===== src/rtl/nx1_pkg.sv =====
// Shared definitions for the X1 GRAM access path: plane codes, area-to-plane
// mask tables, sequencer state encoding and the memory beat payload.
package nx1_pkg;

  localparam int unsigned AW = 16;
  localparam int unsigned DW = 8;
  localparam int unsigned MW = 3;

  localparam logic [1:0] PL_B = 2'b01;
  localparam logic [1:0] PL_R = 2'b10;
  localparam logic [1:0] PL_G = 2'b11;

  // Plane masks {G,R,B} indexed by area I_A[15:14]; area 00 is not GRAM
  localparam logic [3:0][MW-1:0] MASK_NRM = {3'b100, 3'b010, 3'b001, 3'b000};
  localparam logic [3:0][MW-1:0] MASK_DAM = {3'b011, 3'b101, 3'b110, 3'b000};

  typedef enum logic [1:0] {
    ST_IDLE,
    ST_WBEAT,
    ST_RBEAT,
    ST_DONE
  } gram_state_t;

  typedef struct packed {
    logic          we;
    logic [AW-1:0] a;
    logic [DW-1:0] d;
  } gram_beat_t;

  // Plane code of the lowest pending mask bit, served in order B, R, G
  function automatic logic [1:0] low_plane(input logic [MW-1:0] mask);
    if (mask[0])      return PL_B;
    else if (mask[1]) return PL_R;
    else if (mask[2]) return PL_G;
    else              return 2'b00;
  endfunction

  function automatic logic [MW-1:0] low_bit(input logic [MW-1:0] mask);
    return mask & (~mask + MW'(1));
  endfunction

endpackage


===== src/rtl/nx1_gram_beat_ctl.sv =====
// One GRAM beat: holds REQ and the beat payload until ACK, with a saturating
// per-beat wait counter that aborts the beat after MAX_BEAT_WAIT cycles.
module nx1_gram_beat_ctl
  import nx1_pkg::*;
#(
  parameter int unsigned MAX_BEAT_WAIT = 255
) (
  input  logic       C_CLK,
  input  logic       I_RESET_n,
  input  logic       start,
  input  gram_beat_t beat,
  input  logic       ack,
  output logic       req,
  output gram_beat_t beat_q,
  output logic       done_c,
  output logic       tmo_c
);

  localparam int unsigned CW = 8;
  localparam logic TMO_EN = (MAX_BEAT_WAIT != 0);

  logic [CW-1:0] cnt_q;
  logic [CW:0]   cnt_inc_c;

  assign cnt_inc_c = {1'b0, cnt_q} + (CW+1)'(1);
  assign done_c    = req & ack;
  assign tmo_c     = req & ~ack & TMO_EN & (32'(cnt_inc_c) >= MAX_BEAT_WAIT);

  always_ff @(posedge C_CLK or negedge I_RESET_n) begin
    if (!I_RESET_n) begin
      req    <= 1'b0;
      beat_q <= '0;
      cnt_q  <= '0;
    end else if (start) begin
      req    <= 1'b1;
      beat_q <= beat;
      cnt_q  <= '0;
    end else if (req) begin
      if (ack || tmo_c) begin
        req <= 1'b0;
      end else if (cnt_q != '1) begin
        cnt_q <= cnt_q + CW'(1);
      end
    end
  end

endmodule


===== src/rtl/nx1_gram_access.sv =====
// GRAM I/O access sequencer: turns Z80 I/O strobes into serial plane beats
// (two beats for DAM writes) and stalls the CPU meanwhile.
// Optional macro NX1_DAM_CLR_ON_READ_EN: pulse O_DAM_CLR after each GRAM read.
module nx1_gram_access
  import nx1_pkg::*;
#(
  parameter int unsigned MAX_BEAT_WAIT = 255,
  parameter int unsigned WAIT_LEAD     = 1
) (
  input  logic          C_CLK,
  input  logic          I_RESET_n,
  input  logic [AW-1:0] I_A,
  input  logic [DW-1:0] I_D,
  input  logic          I_IOWR,
  input  logic          I_IORD,
  input  logic          I_DAM,
  output logic          O_WAIT,
  output logic [DW-1:0] O_Q,
  output logic          O_Q_VLD,
  output logic          O_DAM_CLR,
  output logic          O_GRAM_REQ,
  output logic          O_GRAM_WE,
  output logic [AW-1:0] O_GRAM_A,
  output logic [DW-1:0] O_GRAM_D,
  input  logic          I_GRAM_ACK,
  input  logic [DW-1:0] I_GRAM_Q,
  output logic          O_TMO
);

  localparam logic LEAD_EN = (WAIT_LEAD != 0);

  gram_state_t   state_q, state_nxt;
  logic [MW-1:0] mask_q, mask_nxt;
  logic [13:0]   addr_q;
  logic [DW-1:0] data_q;
  logic [DW-1:0] q_q, q_nxt;
  logic          q_vld_q, q_vld_nxt;
  logic          tmo_q, wait_q;
  logic          is_gram_c, wr_acc_c, rd_acc_c;
  logic          start_c, done_c, tmo_c, req;
  gram_beat_t    beat_c, beat_q;

  // Strobes are only taken in IDLE; write wins over a simultaneous read
  assign is_gram_c = (I_A[15:14] != 2'b00);
  assign wr_acc_c  = (state_q == ST_IDLE) & I_IOWR & is_gram_c;
  assign rd_acc_c  = (state_q == ST_IDLE) & I_IORD & ~I_IOWR & is_gram_c;

  always_comb begin
    state_nxt = state_q;
    mask_nxt  = mask_q;
    start_c   = 1'b0;
    beat_c    = '0;
    q_nxt     = q_q;
    q_vld_nxt = 1'b0;
    case (state_q)
      ST_IDLE: begin
        if (wr_acc_c) begin
          mask_nxt    = I_DAM ? MASK_DAM[I_A[15:14]] : MASK_NRM[I_A[15:14]];
          start_c     = 1'b1;
          beat_c.we   = 1'b1;
          beat_c.a    = {low_plane(mask_nxt), I_A[13:0]};
          beat_c.d    = I_D;
          state_nxt   = ST_WBEAT;
        end else if (rd_acc_c) begin
          start_c     = 1'b1;
          beat_c.a    = {low_plane(MASK_NRM[I_A[15:14]]), I_A[13:0]};
          state_nxt   = ST_RBEAT;
        end
      end
      ST_WBEAT: begin
        if (done_c) begin
          mask_nxt = mask_q & ~low_bit(mask_q);
          if (mask_nxt == '0) state_nxt = ST_DONE;
        end else if (tmo_c) begin
          mask_nxt  = '0;
          state_nxt = ST_DONE;
        end else if (!req) begin
          // REQ idled for one cycle after the previous ACK; launch next plane
          start_c   = 1'b1;
          beat_c.we = 1'b1;
          beat_c.a  = {low_plane(mask_q), addr_q};
          beat_c.d  = data_q;
        end
      end
      ST_RBEAT: begin
        if (done_c) begin
          q_nxt     = I_GRAM_Q;
          q_vld_nxt = 1'b1;
          state_nxt = ST_DONE;
        end else if (tmo_c) begin
          q_nxt     = 8'hFF;
          q_vld_nxt = 1'b1;
          state_nxt = ST_DONE;
        end
      end
      ST_DONE:  state_nxt = ST_IDLE;
      default:  state_nxt = ST_IDLE;
    endcase
  end

  always_ff @(posedge C_CLK or negedge I_RESET_n) begin
    if (!I_RESET_n) begin
      state_q <= ST_IDLE;
      mask_q  <= '0;
      addr_q  <= '0;
      data_q  <= '0;
      q_q     <= '0;
      q_vld_q <= 1'b0;
      tmo_q   <= 1'b0;
      wait_q  <= 1'b0;
    end else begin
      state_q <= state_nxt;
      mask_q  <= mask_nxt;
      if (wr_acc_c) begin
        addr_q <= I_A[13:0];
        data_q <= I_D;
      end
      q_q     <= q_nxt;
      q_vld_q <= q_vld_nxt;
      tmo_q   <= tmo_q | tmo_c;
      wait_q  <= (state_nxt != ST_IDLE);
    end
  end

`ifdef NX1_DAM_CLR_ON_READ_EN
  logic dam_clr_q;
  always_ff @(posedge C_CLK or negedge I_RESET_n) begin
    if (!I_RESET_n) dam_clr_q <= 1'b0;
    else            dam_clr_q <= rd_acc_c;
  end
  assign O_DAM_CLR = dam_clr_q;
`else
  assign O_DAM_CLR = 1'b0;
`endif

  nx1_gram_beat_ctl #(
    .MAX_BEAT_WAIT(MAX_BEAT_WAIT)
  ) u_beat (
    .C_CLK    (C_CLK),
    .I_RESET_n(I_RESET_n),
    .start    (start_c),
    .beat     (beat_c),
    .ack      (I_GRAM_ACK),
    .req      (req),
    .beat_q   (beat_q),
    .done_c   (done_c),
    .tmo_c    (tmo_c)
  );

  // Lead term lets the CPU see WAIT in the strobe cycle itself
  assign O_WAIT     = wait_q | (LEAD_EN & (wr_acc_c | rd_acc_c) & I_RESET_n);
  assign O_Q        = q_q;
  assign O_Q_VLD    = q_vld_q;
  assign O_TMO      = tmo_q;
  assign O_GRAM_REQ = req;
  assign O_GRAM_WE  = beat_q.we;
  assign O_GRAM_A   = beat_q.a;
  assign O_GRAM_D   = beat_q.d;

endmodule


===== config.mk =====
export PLATFORM = sky130hd
export DESIGN_NAME = nx1_gram_access
export DESIGN_NICKNAME = d
export VERILOG_FILES = /design/src/rtl/nx1_pkg.sv /design/src/rtl/nx1_gram_beat_ctl.sv /design/src/rtl/nx1_gram_access.sv
export SDC_FILE = /design/constraint.sdc
export NUM_CORES = 1
export LEC_CHECK = 0
export CAP_MARGIN = 20
export CELL_PAD_IN_SITES_DETAIL_PLACEMENT = 1
export CELL_PAD_IN_SITES_GLOBAL_PLACEMENT = 1
export CORE_UTILIZATION = 30
export DETAILED_ROUTE_END_ITERATION = 16
export PLACE_DENSITY_LB_ADDON = 0.2
export SLEW_MARGIN = 20
export SYNTH_ARGS = -nofsm -noshare
export SYNTH_HDL_FRONTEND = slang
export SYNTH_HIERARCHICAL = 1
export SYNTH_SLANG_ARGS = --single-unit

===== constraint.sdc =====
create_clock -name C_CLK -period 4.9 [get_ports C_CLK]
set_input_delay 0.98 -clock C_CLK [delete_from_list [all_inputs] [get_ports C_CLK]]
set_output_delay 0.98 -clock C_CLK [all_outputs]
set_load 0.05 [all_outputs]

==> impl_metrics.csv, run 1 <==
group,metric,value,unit
status,status,"completed",
synthesis,syn_area_per_cell,11.06,um2
detailed_routing,vias,2682,
detailed_routing,via_per_inst,4.976,
sta,rsz0062_at_grt,"no",
clock_network,cts-resized-gates,0,
cells_and_area,final_nets,436,
placement,portBuffers,74,
global_route,grt_max_degree,73,
clock_network,cts_tree,"built",
placement,gp_congestion,0.7620,
placement,dp_cells,523,
setup_path,end_kind,"output port",
clock_network,numClockSinks,72,
min_path,hold_path_class,"reg2reg",
power,powerDensity,680.8,nW/um2
detailed_routing,post-route-drc-count,0,
synthesis,postSynthNetCount,363,
synthesis,yosys-top-cells-area,"dfrtp_1, mux2_2, nand2_1",
synthesis,netlist_instances,318,
clock_network,cts_setup_buffers,0,
sta,fin_crit,4.063,ns
floorplanning,design.die.area,12160,um2
clock_network,clk_path_buf_depth,2,
setup_path,cp.arrival,3.08,ns
synthesis,yosysUniqueCellTypes,55,
sta,whs,0.4731,ns
synthesis,synth_common_cells,"dfrtp_1, nand2_1, mux2_2, a22o_1, nor2_1",
detailed_routing,wl_per_cell,15.91,um
setup_path,path_max_fanout,17,
setup_path,crit_path_top_delay_cell,"clkdlybuf4s50_1",
setup_path,crit_family,"buffers and inverters",
synthesis,synth-main-ff-cell,"dfrtp_1",
power,max-vdd-ir-drop,0.0003023,V
cells_and_area,final_cells,539,
sta,tightest_slew,0.9377,ns
cells_and_area,drive_above_1_share,17.17,%
setup_path,cp-start-kind,"input pin",
setup_path,crit_chain,"clkdlybuf4s50_1 > inv_1 > ha_1 > or3_4 > nor2_4 > a21o_1 > buf_4",
synthesis,synth-seq-cells,72,
floorplanning,die_x,110.3,um
detailed_routing,wirelength,8577,um
placement,dpl.hpwl,5815,um
clock_network,cts.clk_slew.worst_paths,0.06,ns
cells_and_area,design_area,4688,um2
synthesis,yosysSeqAreaShare,51.23,%
detailed_routing,ant_nets,0,
floorplanning,initial_utilization,30.80,%
synthesis,yosys.area.top_type,"dfrtp_1",
setup_path,reg2reg_slack,1.63,ns
detailed_routing,drtIter0Drc,113,
clock_network,ctsHtreeMaxLevel,3,
placement,placed_area,4365,um2
synthesis,yosysWarningCount,6,
global_route,grt_usage,15.40,%
sta,setup_tns,0,ns
cells_and_area,layout-area-overhead-vs-synth,33.30,%
clock_network,insertion_delay,0.33,ns
floorplanning,die_h,110.3,um
job,maxCapViolCount,0,
sta,finClkSkew,0.007686,ns
synthesis,synth_edf_count,0,
sta,min_period_over_period,82.91,%
synthesis,netlist_area,3517,um2
clock_network,cts_hold_buf,0,
clock_network,numCtsBuffers,9,
clock_network,cts_root_buf,"clkbuf_16",
cells_and_area,final_core_util,41.06,%
setup_path,slowest_delay,0.59,ns
setup_path,worstSetupPathType,"in2out",
sta,finalHoldViolCount,0,
floorplanning,core_area,11420,um2
floorplanning,row_count,39,
setup_path,cp.buffers_inverters,3,
floorplanning,num_io_pins,76,
synthesis,yosys.cell_count.top_type,"dfrtp_1",
sta,final_max_slew_viol_count,0,
setup_path,worstPathRequired,3.92,ns
global_route,grt_overflow,0,
global_route,first_global_vias,2814,
cells_and_area,diodes,0,
sta,slew_headroom,37.49,%
global_route,grt_antenna_before_repair,0,
power,leakage,0.002147,uW
sta,clock.fmax,246.1,MHz
synthesis,synth_top_area_share,51.23,%
synthesis,ys_async_sr_fraction,100.0,%
global_route,grt_pass1_wl,14210,um
detailed_routing,dr.pass1.iters,4,
sta,finalSetupViolations,0,
[path summary, 6_finish.rpt]
check                           cells past startpoint                          end                   startpoint
max in group asynchronous                           2        mask_q[2]$_DFFE_PN0P_                    I_RESET_n
worst max register to register                     10  u_beat/cnt_q[1]$_DFFE_PN0P_  u_beat/cnt_q[0]$_DFFE_PN0P_
worst max-delay path                                7                       O_WAIT                      I_A[14]
worst min-delay path                                1              O_TMO$_DFF_PN0_              O_TMO$_DFF_PN0_
min in group asynchronous                           2       addr_q[11]$_DFFE_PN0P_                    I_RESET_n
worst min register to register                      1              O_TMO$_DFF_PN0_              O_TMO$_DFF_PN0_
[flip-flops by register name (all words and copies together), names as in the netlist]
register and count:
addr_q 14, u_beat/cnt_q 8, u_beat/beat_q 25, state_q 2, wait_q 1, O_Q 8, O_Q_VLD 1, data_q 8
u_beat/req 1, mask_q 3, O_TMO 1
[area by class of cell]
cell class | instances | area, um2
clock buffers | 11 | 242.7
clock inverters | 5 | 80.08
fillers | 1251 | 6730
inverters | 6 | 22.52
multi-input cells | 224 | 1597
flip-flops and latches | 72 | 1802
well taps | 143 | 178.9
repair buffers | 78 | 765.7
[routing by layer]
layer | up-vias | track usage, % | wire (um)
met5 | - | 0 | 0
met4 | 0 | 4.793 | 101
met3 | 12 | 4.174 | 394
met2 | 54 | 25.42 | 3950
met1 | 1355 | 19.54 | 4131
li1 | 1261 | - | -
[power by group]
group	switching (uW)	leakage, uW	total [uW]	internal, uW
logic	897	0.00107	1480	582
registers	162	0.000924	998	835
clock network	257	0.000152	716	459
[cell families (layout without fill, tap and decap cells)]
logic type	after synthesis	count (layout)	synth area share, %
and+or+nand+nor	121	121	17.11
DFF	72	72	51.23
AOI/OAI and AO/OA	56	56	13.38
muxes	34	34	10.81
buffers and inverters	22	100	3.629
adders and majority gates	7	7	2.490
xor gates and xnor gates	5	5	1.245
other	1	1	0.1066
[cell usage in the layout, fill, tap and decap left out, types with 3 or more instances in the layout]
| cell | count |
|---|---|
| dfrtp_1 | 72 |
| xor2_1 | 4 |
| a22o_1 | 23 |
| o21bai_1 | 3 |
| nor2_1 | 14 |
| o211ai_2 | 3 |
| mux2i_1 | 5 |
| nand3_1 | 4 |
| clkdlybuf4s50_1 | 72 |
| nor2b_1 | 3 |
| clkbuf_16 | 9 |
| buf_4 | 6 |
| inv_1 | 4 |
| mux2_2 | 27 |
| a21oi_1 | 3 |
| nand2_1 | 71 |
| ha_1 | 7 |
| nand4_1 | 5 |
| nand2b_1 | 4 |
| o22a_1 | 8 |
[metrics by stage]
step | total power, uW | setup slack, ns
floorplan | 2050 | 1.616
global placement | 2468 | 0.8609
detailed placement | 2511 | 0.8221
CTS | 3242 | 0.8130
global route | 3389 | 0.7412
finish | 3192 | 0.8373
No activity file was read; power rests on OpenSTA's default activity.
==> inputs of run 2 (changes only) <==
Clock period 4.9 ns to 3.62 ns, I/O delays scaled along.
==> run 2 against run 1 <==
Against the previous run: final cell count is 0.56% higher; wire length is 2.2% lower; combinational power is 39% higher; register-to-register slack worse by 1.1 ns; first-iteration DRC count is 40% lower; flip-flop and latch count stayed put; non-clock buffer count is 3 higher; largest cell class unchanged; highest routed layer unchanged.
==> impl_metrics.csv, run 2 (synthesis gave the netlist of run 1 again) <==
group,metric,value,unit
status,status,"completed",
setup_path,rr_startpoint,"u_beat/cnt_q[0]$_DFFE_PN0P_",
clock_network,cts.clk_slew.worst_paths,0.06,ns
global_route,grt_pass1_wl,13930,um
placement,dp_cells,526,
floorplanning,design.die.area,12160,um2
floorplanning,die_x,110.3,um
setup_path,cp-start-kind,"input pin",
sta,finClkSkew,0.005915,ns
floorplanning,num_io_pins,76,
detailed_routing,ant_nets,0,
min_path,hold_path_class,"reg2reg",
clock_network,cts_setup_buffers,0,
detailed_routing,post-route-drc-count,0,
global_route,grt_antenna_before_repair,0,
setup_path,worstSetupPathType,"in2out",
clock_network,insertion_delay,0.33,ns
placement,placed_area,4413,um2
cells_and_area,design_area,4717,um2
cells_and_area,layout-area-overhead-vs-synth,34.12,%
sta,rsz0062_at_grt,"no",
setup_path,slowest_delay,0.59,ns
clock_network,cts_tree,"built",
detailed_routing,drtIter0Drc,68,
cells_and_area,drive_above_1_share,18.05,%
setup_path,rr_worst_depth,10,
clock_network,cts-resized-gates,0,
sta,slew_headroom,37.53,%
setup_path,end_kind,"output port",
setup_path,crit_chain,"clkdlybuf4s50_1 > inv_1 > ha_1 > or3_4 > nor2_4 > a21o_1 > buf_12",
power,max-vdd-ir-drop,0.0006389,V
detailed_routing,wl_per_cell,15.47,um
power,powerDensity,914.7,nW/um2
detailed_routing,wirelength,8385,um
sta,finalHoldViolCount,0,
setup_path,crit_path_top_delay_cell,"clkdlybuf4s50_1",
cells_and_area,final_cells,542,
min_path,whs_path_depth,1,
sta,min_period_over_period,91.89,%
sta,finalSetupViolations,0,
setup_path,critPathLaunch,"I_A[14]",
global_route,grt_usage,15.02,%
clock_network,cts_root_buf,"clkbuf_16",
sta,final_max_slew_viol_count,0,
placement,pre_cts_ws,0.2562,ns
cells_and_area,final_nets,439,
detailed_routing,dr.pass1.iters,4,
detailed_routing,via_per_inst,4.941,
placement,portBuffers,74,
sta,finalWorstSetupSlack,0.2937,ns
cells_and_area,fillCellCount,1255,
setup_path,cp.arrival,2.60,ns
clock_network,cts_hold_buf,0,
setup_path,r2r_end,"u_beat/beat_q[2]$_DFFE_PN0P_",
floorplanning,die_h,110.3,um
global_route,grt_max_degree,73,
sta,fin_crit,3.326,ns
floorplanning,core_area,11420,um2
placement,gp_congestion,0.7892,
setup_path,path_max_fanout,7,
job,maxCapViolCount,0,
global_route,grt_overflow,0,
setup_path,reg2reg_slack,0.51,ns
cells_and_area,top_register,"u_beat/beat_q",
cells_and_area,diodes,0,
clock_network,clk_path_buf_depth,2,
placement,dpl.hpwl,5686,um
cells_and_area,layout_common_cells,"dfrtp_1, clkdlybuf4s50_1, nand2_1",
clock_network,numCtsBuffers,9,
floorplanning,initial_utilization,30.80,%
sta,setup_tns,0,ns
setup_path,worstPathRequired,2.90,ns
global_route,first_global_vias,2819,
setup_path,endpoint,"O_WAIT",
cells_and_area,largest_register_ff_count,25,
sta,tightest_slew,0.9370,ns
power,leakage,0.002159,uW
sta,clock.fmax,300.6,MHz
clock_network,ctsHtreeMaxLevel,3,
cells_and_area,biggestRegsByFlops,"u_beat/beat_q (25), addr_q (14)",
detailed_routing,vias,2678,
floorplanning,row_count,39,
clock_network,numClockSinks,72,
[run 2: worst min-delay path by stage]
stage,startpoint,endpoint,slack (ns)
2_1_floorplan,I_RESET_n,O_Q[0]$_DFFE_PN0P_,0.43
3_3_place_gp,data_q[6]$_DFFE_PN0P_,data_q[6]$_DFFE_PN0P_,0.46
3_5_place_dp,O_TMO$_DFF_PN0_,O_TMO$_DFF_PN0_,0.45
4_1_cts,O_TMO$_DFF_PN0_,O_TMO$_DFF_PN0_,0.47
5_1_grt,addr_q[2]$_DFFE_PN0P_,addr_q[2]$_DFFE_PN0P_,0.50
6_report,O_TMO$_DFF_PN0_,O_TMO$_DFF_PN0_,0.47
[run 2: area by class of cell]
type	count	area [um2]	area share, %
flip-flops and latches	72	1802	38.20
well taps	143	178.9	3.793
repair buffers	81	813.3	17.24
multi-input cells	224	1597	33.85
inverters	6	22.52	0.4775
clock buffers	9	225.2	4.775
clock inverters	7	78.83	1.671
[run 2: power by group]
group          switching, uW  internal (uW)  leakage [uW]
Combinational           1220            833       0.00110
Clock                    363            541      0.000139
Sequential               228           1130      0.000924
[run 2: routing by layer]
layer  track usage, %  share of wire (%)  wire length (um)
met5                0                  0                 0
met4            4.229               0.88                74
met3            4.115                4.4               372
met2            23.69                 47              3918
met1            20.16                 48              4020
[run 2: critical path: cells and delay by family]
kind            cells  cell delay (ns)
compound gates      1             0.18
fa+ha+maj           1             0.29
buf+inv             3             0.84
simple gates        2             0.56
[run 2: stage by stage]
stage / hold slack [ns] / total power (uW) / util, %
6_report: 0.4708 / 4315 / 41.31
5_1_grt: 0.4982 / 4587 / 41.31
4_1_cts: 0.4741 / 4377 / 41.31
3_5_place_dp: 0.4540 / 3452 / 38.65
3_3_place_gp: 0.4579 / 3405 / 38.65
2_1_floorplan: 0.4284 / 2775 / -
==> inputs of run 3 (changes only) <==
Settings changed: ABC_AREA set to 1.
Clock period 3.62 ns to 2.8 ns, I/O delays scaled along.
==> run 3 against run 2 <==
Against the previous run: total power up 35%; clock skew down 0.0015 ns; global-route usage up 2.3 points; non-clock buffer count up 7; register-to-register slack worse by 0.26 ns; wire length up 23%; clock power up 48%; flip-flop and latch count unchanged; critical path type is now reg2reg; first-iteration DRC count up 93%; hold slack worse by 0.34 ns; utilization up 0.21 points.
==> impl_metrics.csv, run 3 <==
group,metric,value,unit
cells_and_area,biggestRegsByFlops,"u_beat/beat_q (25), addr_q (14)",
setup_path,cp-start-kind,"flop",
placement,dpl.hpwl,7152,um
clock_network,ctsHtreeMaxLevel,3,
floorplanning,die_h,113.0,um
synthesis,yosysUniqueCellTypes,30,
clock_network,cts-resized-gates,0,
power,leakage,0.002586,uW
sta,finalWorstSetupSlack,0.2523,ns
sta,finalSetupViolations,0,
detailed_routing,wl_per_cell,14.31,um
cells_and_area,layout-area-overhead-vs-synth,34.84,%
synthesis,synth_common_cells,"nand2_1, dfrtp_1, nand3_1, inv_1, nor2_1",
floorplanning,row_count,40,
cells_and_area,diodes,0,
clock_network,insertion_delay,0.33,ns
synthesis,netlist_area,3699,um2
sta,fin_crit,2.548,ns
placement,pre_cts_ws,0.06821,ns
sta,setup_tns,0,ns
cells_and_area,final_core_util,41.52,%
clock_network,cts_setup_buffers,0,
synthesis,synth-seq-cells,72,
setup_path,rr_worst_depth,18,
synthesis,postSynthNetCount,530,
sta,tightest_slew,0.6462,ns
setup_path,end_kind,"flop",
global_route,met2_usage,29.98,%
synthesis,syn_area_per_cell,7.626,um2
clock_network,cts_hold_buf,0,
job,maxCapViolCount,0,
detailed_routing,post-route-drc-count,0,
power,max-vdd-ir-drop,0.0005031,V
global_route,grt_usage,17.30,%
power,powerDensity,1164,nW/um2
setup_path,worstPathRequired,3.02,ns
floorplanning,initial_utilization,30.79,%
floorplanning,die_x,113.0,um
detailed_routing,drtIter0Drc,131,
sta,finClkSkew,0.004414,ns
sta,min_period_over_period,90.99,%
sta,slew_headroom,56.92,%
clock_network,cts_tree,"built",
global_route,grtUsageMet1,21.46,%
floorplanning,num_io_pins,76,
clock_network,numClockSinks,72,
clock_network,cts_root_buf,"clkbuf_16",
detailed_routing,ant_nets,0,
synthesis,yosys.area.top_type,"dfrtp_1",
synthesis,synth_edf_count,0,
sta,final_max_slew_viol_count,0,
synthesis,yosys.cell_count.top_type,"nand2_1",
setup_path,path_max_fanout,18,
clock_network,clk_path_buf_depth,2,
cells_and_area,final_common_cell,"nand2_1",
detailed_routing,wirelength,10290,um
setup_path,worstSetupPathType,"reg2reg",
sta,clock.fmax,392.5,MHz
cells_and_area,drive_above_1_share,11.36,%
setup_path,cp.arrival,2.77,ns
global_route,grt_antenna_before_repair,0,
global_route,grt_max_degree,49,
global_route,grt_pass1_wl,17310,um
global_route,grt_overflow,0,
synthesis,netlist_instances,485,
clock_network,cts.clk_slew.worst_paths,0.06,ns
synthesis,yosysWarningCount,6,
cells_and_area,fillCellCount,1491,
cells_and_area,layout_common_cells,"nand2_1, dfrtp_1, clkdlybuf4s50_1",
floorplanning,design.die.area,12780,um2
placement,gp_congestion,0.7608,
detailed_routing,dr.pass1.iters,4,
synthesis,synth-main-ff-cell,"dfrtp_1",
placement,portBuffers,74,
detailed_routing,vias,3368,
global_route,first_global_vias,3608,
synthesis,synth_top_area_share,48.71,%
synthesis,yosys-top-cells-area,"dfrtp_1, nand2_1, nand3_1",
global_route,top_usage_layer,"met2",
min_path,hold_path_class,"in2async",
synthesis,ys_async_sr_fraction,100.0,%
global_route,grt.met3_usage,3.803,%
detailed_routing,via_per_inst,4.684,
clock_network,numCtsBuffers,9,
sta,finalHoldViolCount,0,
floorplanning,core_area,12010,um2
cells_and_area,largest_register_ff_count,25,
status,status,"completed",
cells_and_area,top_register,"u_beat/beat_q",
cells_and_area,final_nets,612,
synthesis,yosysSeqAreaShare,48.71,%
## run 3: final cells by class
cell class	count	area, um2	share of cell area, %
clock inverter	7	118.9	2.383
multi-input combinational	356	1620	32.49
tap	147	183.9	3.688
clock buffer	9	225.2	4.516
sequential	72	1802	36.13
timing repair buffer	88	887.1	17.79
inverter	40	150.1	3.011
## run 3: cells by family (layout without fill, tap and decap cells)
| logic type | after synthesis | count (layout) | synth area share [%] |
|---|---|---|---|
| and+or+nand+nor | 315 | 315 | 35.72 |
| DFF | 72 | 72 | 48.71 |
| buffers and inverters | 57 | 144 | 7.578 |
| AOI/OAI and AO/OA | 33 | 33 | 5.514 |
| adders and majority gates | 7 | 7 | 2.368 |
| other | 1 | 1 | 0.1014 |
## run 3: worst max-delay path, cell delays in order (launching register included)
cell and delay [ns]:
dfrtp_1 0.42, ha_1 0.25, nand2_2 0.10, inv_2 0.06, nand3_1 0.07, nand2_1 0.06
nand2_1 0.09, nor2_1 0.06, nand2_2 0.10, a21boi_2 0.07, inv_1 0.07, nand2_2 0.08
nor2_4 0.12, nand2_4 0.05, nand3_1 0.10, clkinv_1 0.31, buf_12 0.28, nand3_1 0.09
nand2_1 0.07
## run 3: where the power goes
group / switching [uW] / total (uW) / internal, uW
logic: 1860 / 2770 / 908
clock network: 464 / 1340 / 872
registers: 249 / 1700 / 1450
## run 3: through the flow
step           area (um2)  power, uW  std cells  hold slack, ns
6_report             4987       5807        719          0.1326
5_1_grt              4987       6189        719          0.1555
4_1_cts              4975       5878        719          0.1377
3_5_place_dp         4631       4492        703          0.4577
3_3_place_gp         4631       4425        703          0.4567
2_1_floorplan        3699       3534        485          0.2644
## run 3: layer usage
layer	wire, um	up-vias	share of wire, %
met1	4792	1638	47
li1	-	1654	-
met2	5030	65	49
met3	354	11	3.4
met5	0	-	0
met4	109	0	1.1
## run 3: worst paths after layout
path                                                   from                          end  slack [ns]
min in group C_CLK                          O_TMO$_DFF_PN0_              O_TMO$_DFF_PN0_        0.47
worst min-delay path                              I_RESET_n        data_q[0]$_DFFE_PN0P_        0.13
worst max-delay path            u_beat/cnt_q[0]$_DFFE_PN0P_  u_beat/cnt_q[2]$_DFFE_PN0P_        0.25
worst min register to register              O_TMO$_DFF_PN0_              O_TMO$_DFF_PN0_        0.47
max in group asynchronous                         I_RESET_n  u_beat/cnt_q[0]$_DFFE_PN0P_        1.69
worst max register to register  u_beat/cnt_q[0]$_DFFE_PN0P_  u_beat/cnt_q[2]$_DFFE_PN0P_        0.25
